===== src/rtl/color_matrix_3x3.sv =====
// 3x3 colour-space matrix with per-row offsets, rounding and saturation.
// Shadow coefficient bank is committed to the active bank on a vs rising edge.
module color_matrix_3x3 #(
  parameter int PIXEL_WIDTH        = 8,
  parameter int COE_WIDTH          = 13,
  parameter int COE_FRACTION_WIDTH = 10,
  parameter int OFS_WIDTH          = PIXEL_WIDTH + 2
) (
  input  logic                   clk,
  input  logic                   rst,
  input  logic                   coe_wr_i,
  input  logic [3:0]             coe_addr_i,
  input  logic [COE_WIDTH-1:0]   coe_data_i,
  output logic                   coe_pending_o,
  input  logic [PIXEL_WIDTH-1:0] c0_i,
  input  logic [PIXEL_WIDTH-1:0] c1_i,
  input  logic [PIXEL_WIDTH-1:0] c2_i,
  input  logic                   de_i,
  input  logic                   hs_i,
  input  logic                   vs_i,
  input  logic                   bypass_i,
  output logic [PIXEL_WIDTH-1:0] c0_o,
  output logic [PIXEL_WIDTH-1:0] c1_o,
  output logic [PIXEL_WIDTH-1:0] c2_o,
  output logic                   de_o,
  output logic                   hs_o,
  output logic                   vs_o
);

  localparam int F  = COE_FRACTION_WIDTH;
  localparam int PW = PIXEL_WIDTH + 1 + COE_WIDTH;
  localparam int AW = PW + 3 + OFS_WIDTH;
  localparam int XW = 3 * PIXEL_WIDTH;

  localparam logic signed [COE_WIDTH-1:0] ONE  = COE_WIDTH'(2 ** F);
  localparam logic signed [AW-1:0]        RND  = AW'(2 ** (F - 1));
  localparam logic signed [AW-1:0]        MAXV = AW'(2 ** PIXEL_WIDTH - 1);

  logic signed [COE_WIDTH-1:0] sh_a  [9];
  logic signed [COE_WIDTH-1:0] act_a [9];
  logic signed [OFS_WIDTH-1:0] sh_c  [3];
  logic signed [OFS_WIDTH-1:0] act_c [3];
  logic                        vs_q;
  logic                        pend;
  logic                        vs_rise;
  logic [1:0]                  c_idx;

  assign vs_rise       = vs_i & ~vs_q;
  assign c_idx         = 2'(coe_addr_i - 4'd9);
  assign coe_pending_o = pend;

  // Commit copies shadow first; a same-edge write then overrides shadow and re-arms pending.
  always_ff @(posedge clk) begin
    if (rst) begin
      vs_q <= 1'b0;
      pend <= 1'b0;
      for (int i = 0; i < 9; i++) begin
        sh_a[i]  <= (i % 4 == 0) ? ONE : '0;
        act_a[i] <= (i % 4 == 0) ? ONE : '0;
      end
      for (int i = 0; i < 3; i++) begin
        sh_c[i]  <= '0;
        act_c[i] <= '0;
      end
    end else begin
      vs_q <= vs_i;
      if (vs_rise && pend) begin
        act_a <= sh_a;
        act_c <= sh_c;
        pend  <= 1'b0;
      end
      if (coe_wr_i) begin
        if (coe_addr_i < 4'd9) begin
          sh_a[coe_addr_i] <= coe_data_i;
          pend             <= 1'b1;
        end else if (coe_addr_i <= 4'd11) begin
          sh_c[c_idx] <= coe_data_i[OFS_WIDTH-1:0];
          pend        <= 1'b1;
        end
      end
    end
  end

  logic signed [PIXEL_WIDTH:0]   in_s  [3];
  logic signed [PW-1:0]          p1    [9];
  logic signed [OFS_WIDTH-1:0]   ofs1  [3];
  logic signed [PW:0]            s2_sum[3];
  logic signed [PW-1:0]          s2_p  [3];
  logic signed [OFS_WIDTH-1:0]   ofs2  [3];
  logic signed [AW-1:0]          acc3  [3];
  logic signed [AW-1:0]          shr   [3];
  logic [PIXEL_WIDTH-1:0]        sat   [3];
  logic [XW-1:0]                 pix_d [3];
  logic                          byp_d [3];
  logic [2:0]                    sync_d[3];

  assign in_s[0] = {1'b0, c0_i};
  assign in_s[1] = {1'b0, c1_i};
  assign in_s[2] = {1'b0, c2_i};

  always_comb begin
    for (int k = 0; k < 3; k++) begin
      shr[k] = acc3[k] >>> F;
      sat[k] = '0;
      if (shr[k] < 0)
        sat[k] = '0;
      else if (shr[k] > MAXV)
        sat[k] = '1;
      else
        sat[k] = shr[k][PIXEL_WIDTH-1:0];
    end
  end

  // Offsets travel with the pixel so a commit never splits one pixel across two banks.
  always_ff @(posedge clk) begin
    if (rst) begin
      for (int i = 0; i < 9; i++) p1[i] <= '0;
      for (int k = 0; k < 3; k++) begin
        ofs1[k]   <= '0;
        ofs2[k]   <= '0;
        s2_sum[k] <= '0;
        s2_p[k]   <= '0;
        acc3[k]   <= '0;
        pix_d[k]  <= '0;
        byp_d[k]  <= 1'b0;
        sync_d[k] <= '0;
      end
      c0_o <= '0;
      c1_o <= '0;
      c2_o <= '0;
      de_o <= 1'b0;
      hs_o <= 1'b0;
      vs_o <= 1'b0;
    end else begin
      for (int k = 0; k < 3; k++) begin
        for (int j = 0; j < 3; j++)
          p1[k*3+j] <= PW'(in_s[j]) * PW'(act_a[k*3+j]);
        ofs1[k]   <= act_c[k];
        s2_sum[k] <= (PW+1)'(p1[k*3]) + (PW+1)'(p1[k*3+1]);
        s2_p[k]   <= p1[k*3+2];
        ofs2[k]   <= ofs1[k];
        acc3[k]   <= AW'(s2_sum[k]) + AW'(s2_p[k]) + (AW'(ofs2[k]) <<< F) + RND;
      end
      pix_d[0]  <= {c2_i, c1_i, c0_i};
      pix_d[1]  <= pix_d[0];
      pix_d[2]  <= pix_d[1];
      byp_d[0]  <= bypass_i;
      byp_d[1]  <= byp_d[0];
      byp_d[2]  <= byp_d[1];
      sync_d[0] <= {vs_i, hs_i, de_i};
      sync_d[1] <= sync_d[0];
      sync_d[2] <= sync_d[1];
      c0_o <= byp_d[2] ? pix_d[2][PIXEL_WIDTH-1:0]               : sat[0];
      c1_o <= byp_d[2] ? pix_d[2][2*PIXEL_WIDTH-1:PIXEL_WIDTH]   : sat[1];
      c2_o <= byp_d[2] ? pix_d[2][3*PIXEL_WIDTH-1:2*PIXEL_WIDTH] : sat[2];
      de_o <= sync_d[2][0];
      hs_o <= sync_d[2][1];
      vs_o <= sync_d[2][2];
    end
  end

endmodule


===== config.mk =====
export PLATFORM = sky130hd
export DESIGN_NAME = color_matrix_3x3
export DESIGN_NICKNAME = d
export VERILOG_FILES = /design/src/rtl/color_matrix_3x3.sv
export SDC_FILE = /design/constraint.sdc
export NUM_CORES = 2
export LEC_CHECK = 0
export CORE_ASPECT_RATIO = 1.25
export CORE_MARGIN = 4
export CORE_UTILIZATION = 55
export CTS_CLUSTER_DIAMETER = 150
export CTS_CLUSTER_SIZE = 20
export DETAILED_ROUTE_END_ITERATION = 10
export PLACE_DENSITY = 0.71
export RECOVER_POWER = 25
export REMOVE_ABC_BUFFERS = 1
export SYNTH_ARGS = -nofsm -noshare
export SYNTH_HDL_FRONTEND = slang
export SYNTH_SLANG_ARGS = --single-unit

===== constraint.sdc =====
create_clock -name clk -period 9.7 [get_ports clk]
set_input_delay 1.94 -clock clk [delete_from_list [all_inputs] [get_ports clk]]
set_output_delay 1.94 -clock clk [all_outputs]
set_load 0.005 [all_outputs]

==> metrics.cfg <==
[clock_tree]
htreeDepth = 2
cts_inserted_buffers = 48
holdBufCountCts = 0
insertion_delay_ns = 0.68
cts_tree = built
cts_setup_buffers = 0
cts.path.max_buffers = 3
clk_pin_slew_worst_paths_ns = 0.09
cts-resized-gates = 0
cts_root_buf = clkbuf_16
cts_sinks = 847

[routing]
wl_per_cell_microns = 17.35
viasPerCell = 5.353
first_pass_iters = 6
drc = 0
drt_iter0_markers = 3031
antenna_left = 0
vias = 48440
wirelength_mm = 157.0

[timing]
fin_hold_ws_ns = 0.4323
tightest_slew_ns = 4.920
hold_violations = 0
max_slew_margin = -2.280
finalCriticalPeriod_ns = 8.264
clock_skew_ns = 0.04509
timing.fmax_mhz = 121.0
slew_viol_final = 467
rsz0062_at_grt = no
finalCritPeriodShare = 0.8519
fin_setup_tns_ns = 0
setup_viol_count_final = 0

[global_route]
grt_pass1_vias = 49730
grt_pass1_wl_mm = 257.9
track_usage = 0.2500
grt_max_degree = 170
grt-ovfl-total = 0
antenna_found_initial = 14

[synthesis]
synth_compound_area_frac = 0.08592
synthMuxAreaShare = 0.01807
synth_seq_cells = 847
synth-async-reset-ratio = 0
synth_top_family_by_area = adder cells
synth-edff-count = 0
syn_area_sq_um = 67090
synth_area_per_cell_sq_um = 8.788
ys_seq_area_frac = 0.2527
synth_xor_area_frac = 0.02272
synthSimpleGateAreaFrac = 0.1869
synthCells = 7634
synth_cell_types = 96
synth_flop_cell = dfxtp_1
yosys_warnings = 0
yosys.area_share.adder = 0.3416

[floorplan]
die-width_microns = 320.4
coreArea_sq_um = 121300
fp-row-count = 143
start_util = 0.5530
dieArea_sq_um = 127700
ioPinCount = 76
die_h_microns = 398.5

[placement]
portBuffers = 75
dp.cells = 8995
hpwlAfterDp_mm = 117.9
routabilityCongestion = 0.9079
placedInstanceArea_sq_um = 68800

[layout]
antenna_cells = 0
final_area_sq_um = 70080
final_cell_mix = inv_1 (1282), nand2_1 (1015), dfxtp_1 (846)
fin_nets = 8851
fillers = 10810
layout-drive-gt1-share = 0.02415
postLayoutCoreUtil = 0.5777
layout_commonest_cell = inv_1
final_cells = 9048
area_delta_synth_final_pct = 4.461

[power_and_ir_drop]
vdd_drop_max_mv = 0.1598
leakage_nw = 34.08
p_per_area_nw_per_um2 = 87.31

[critical_path]
setup.worst_path.class = in -> reg
cpMostUsedCell = fa_1
crit_family = adder cells
crit_buf_inv = 5
r2r_slack_ns = 4.04
cp-start-kind = primary input
cp_slowest_stage_delay_ns = 1.43
cp.required_ns = 10.12
path_max_fanout = 37
worstPathCellList = clkdlybuf4s50_1 -> clkbuf_1 -> nand2_1 -> fa_1 -> inv_1 -> fa_1 -> inv_1 -> fa_1 -> fa_1 -> inv_1 -> ha_1 -> o21a_1 -> o31a_1 -> o311ai_0 -> and3_1 -> o21bai_1 -> xnor2_1 -> nor2_1
endpoint_kind = flop
crit_slowest_cell = clkbuf_1
worstPathArrival_ns = 8.68

[outcome]
violations = max-capacitance violations, max-slew violations
status = finished, violations left

[min_path]
min_path_type = reg -> reg

[flow_run]
drv_cap = 8

power breakdown:
group / internal (mW) / total, mW / switching [mW]
Clock: 0.936 / 2.12 / 1.18
Combinational: 0.127 / 0.456 / 0.329
Sequential: 3.52 / 3.54 / 0.0231
synthesized netlist by cell type (10+ instances only):
library cell  number  area share
a211oi_1          26      0.0029
a21boi_0          10      0.0011
a21o_1            93       0.010
a21oi_1          415       0.031
a221oi_1          14      0.0018
a311oi_1          12      0.0016
a31oi_1           34      0.0032
and2_1           476       0.044
and3_1            33      0.0031
buf_1             13     0.00073
clkbuf_1         338       0.019
dfxtp_1          847        0.25
fa_1             798        0.24
ha_1             555        0.10
inv_1           1282       0.072
mux2_2            26      0.0044
mux2i_1           87       0.013
nand2_1         1015       0.057
nand2b_1          34      0.0032
nand3_1           52      0.0039
nand4_1           18      0.0017
nor2_1           428       0.024
nor2b_1          323       0.030
nor3_1           102      0.0076
nor3b_1           24      0.0027
o211ai_1          22      0.0025
o21a_1            37      0.0041
o21ai_0          112      0.0084
o21bai_1          23      0.0026
o31ai_1           16      0.0018
or3_1             16      0.0015
or4_1             11      0.0012
xnor2_1          105       0.014
xor2_1            69      0.0090
path summary, 6_finish.rpt:
path / cells after the start / endpoint / startpoint
max reg2reg: 5 / act_a[11]$_SDFFE_PP0P_ / vs_q$_SDFF_PP0_
min reg2reg: 1 / ofs2[0][27]$_SDFF_PP0_ / ofs1[0][27]$_SDFF_PP0_
min: 1 / ofs2[0][27]$_SDFF_PP0_ / ofs1[0][27]$_SDFF_PP0_
max: 18 / p1[0][86]$_SDFF_PP0_ / c0_i[0]
area by class of cell:
| cell class | count | area, sq um | area share |
|---|---|---|---|
| Clock buffer | 49 | 1226 | 0.01750 |
| Clock inverter | 4 | 87.58 | 0.001250 |
| Inverter | 1282 | 4812 | 0.06867 |
| Multi-Input combinational cell | 5147 | 43970 | 0.6274 |
| Sequential cell | 847 | 16960 | 0.2420 |
| Tap cell | 1595 | 1996 | 0.02848 |
| Timing Repair Buffer | 124 | 1036 | 0.01478 |
state kept, by name, summed over array words and instances (netlist names), 30 cells and up:
register / flops
act_a: 117
sh_c: 30
act_c: 30
acc3: 48
ofs1: 30
s2_sum: 69
sh_a: 117
s2_p: 66
p1: 198
ofs2: 30
pix_d: 72
cells by family (layout without fill, tap and decap cells):
logic type,after synthesis,count (layout)
buf+inv,1640,1459
xor+xnor,174,174
flops,847,847
compound gates,914,914
simple gates,2589,2589
mux,117,117
fa+ha+maj,1353,1353
metrics by stage:
stage	worst slack, ns	power [mW]
detailed placement	1.763	4.082
CTS	2.466	6.183
finish	1.436	6.119
global placement	1.864	4.075
global route	1.132	6.345
floorplan	2.873	3.803
routing by layer:
metal	wire length (microns)	vias to the layer above	GRT usage
met4	7181	2	0.1008
met2	76510	1123	0.4349
li1	-	23270	-
met5	13	-	0
met1	65160	23750	0.3161
met3	8111	303	0.03169
(Power assumes the default switching activity.)
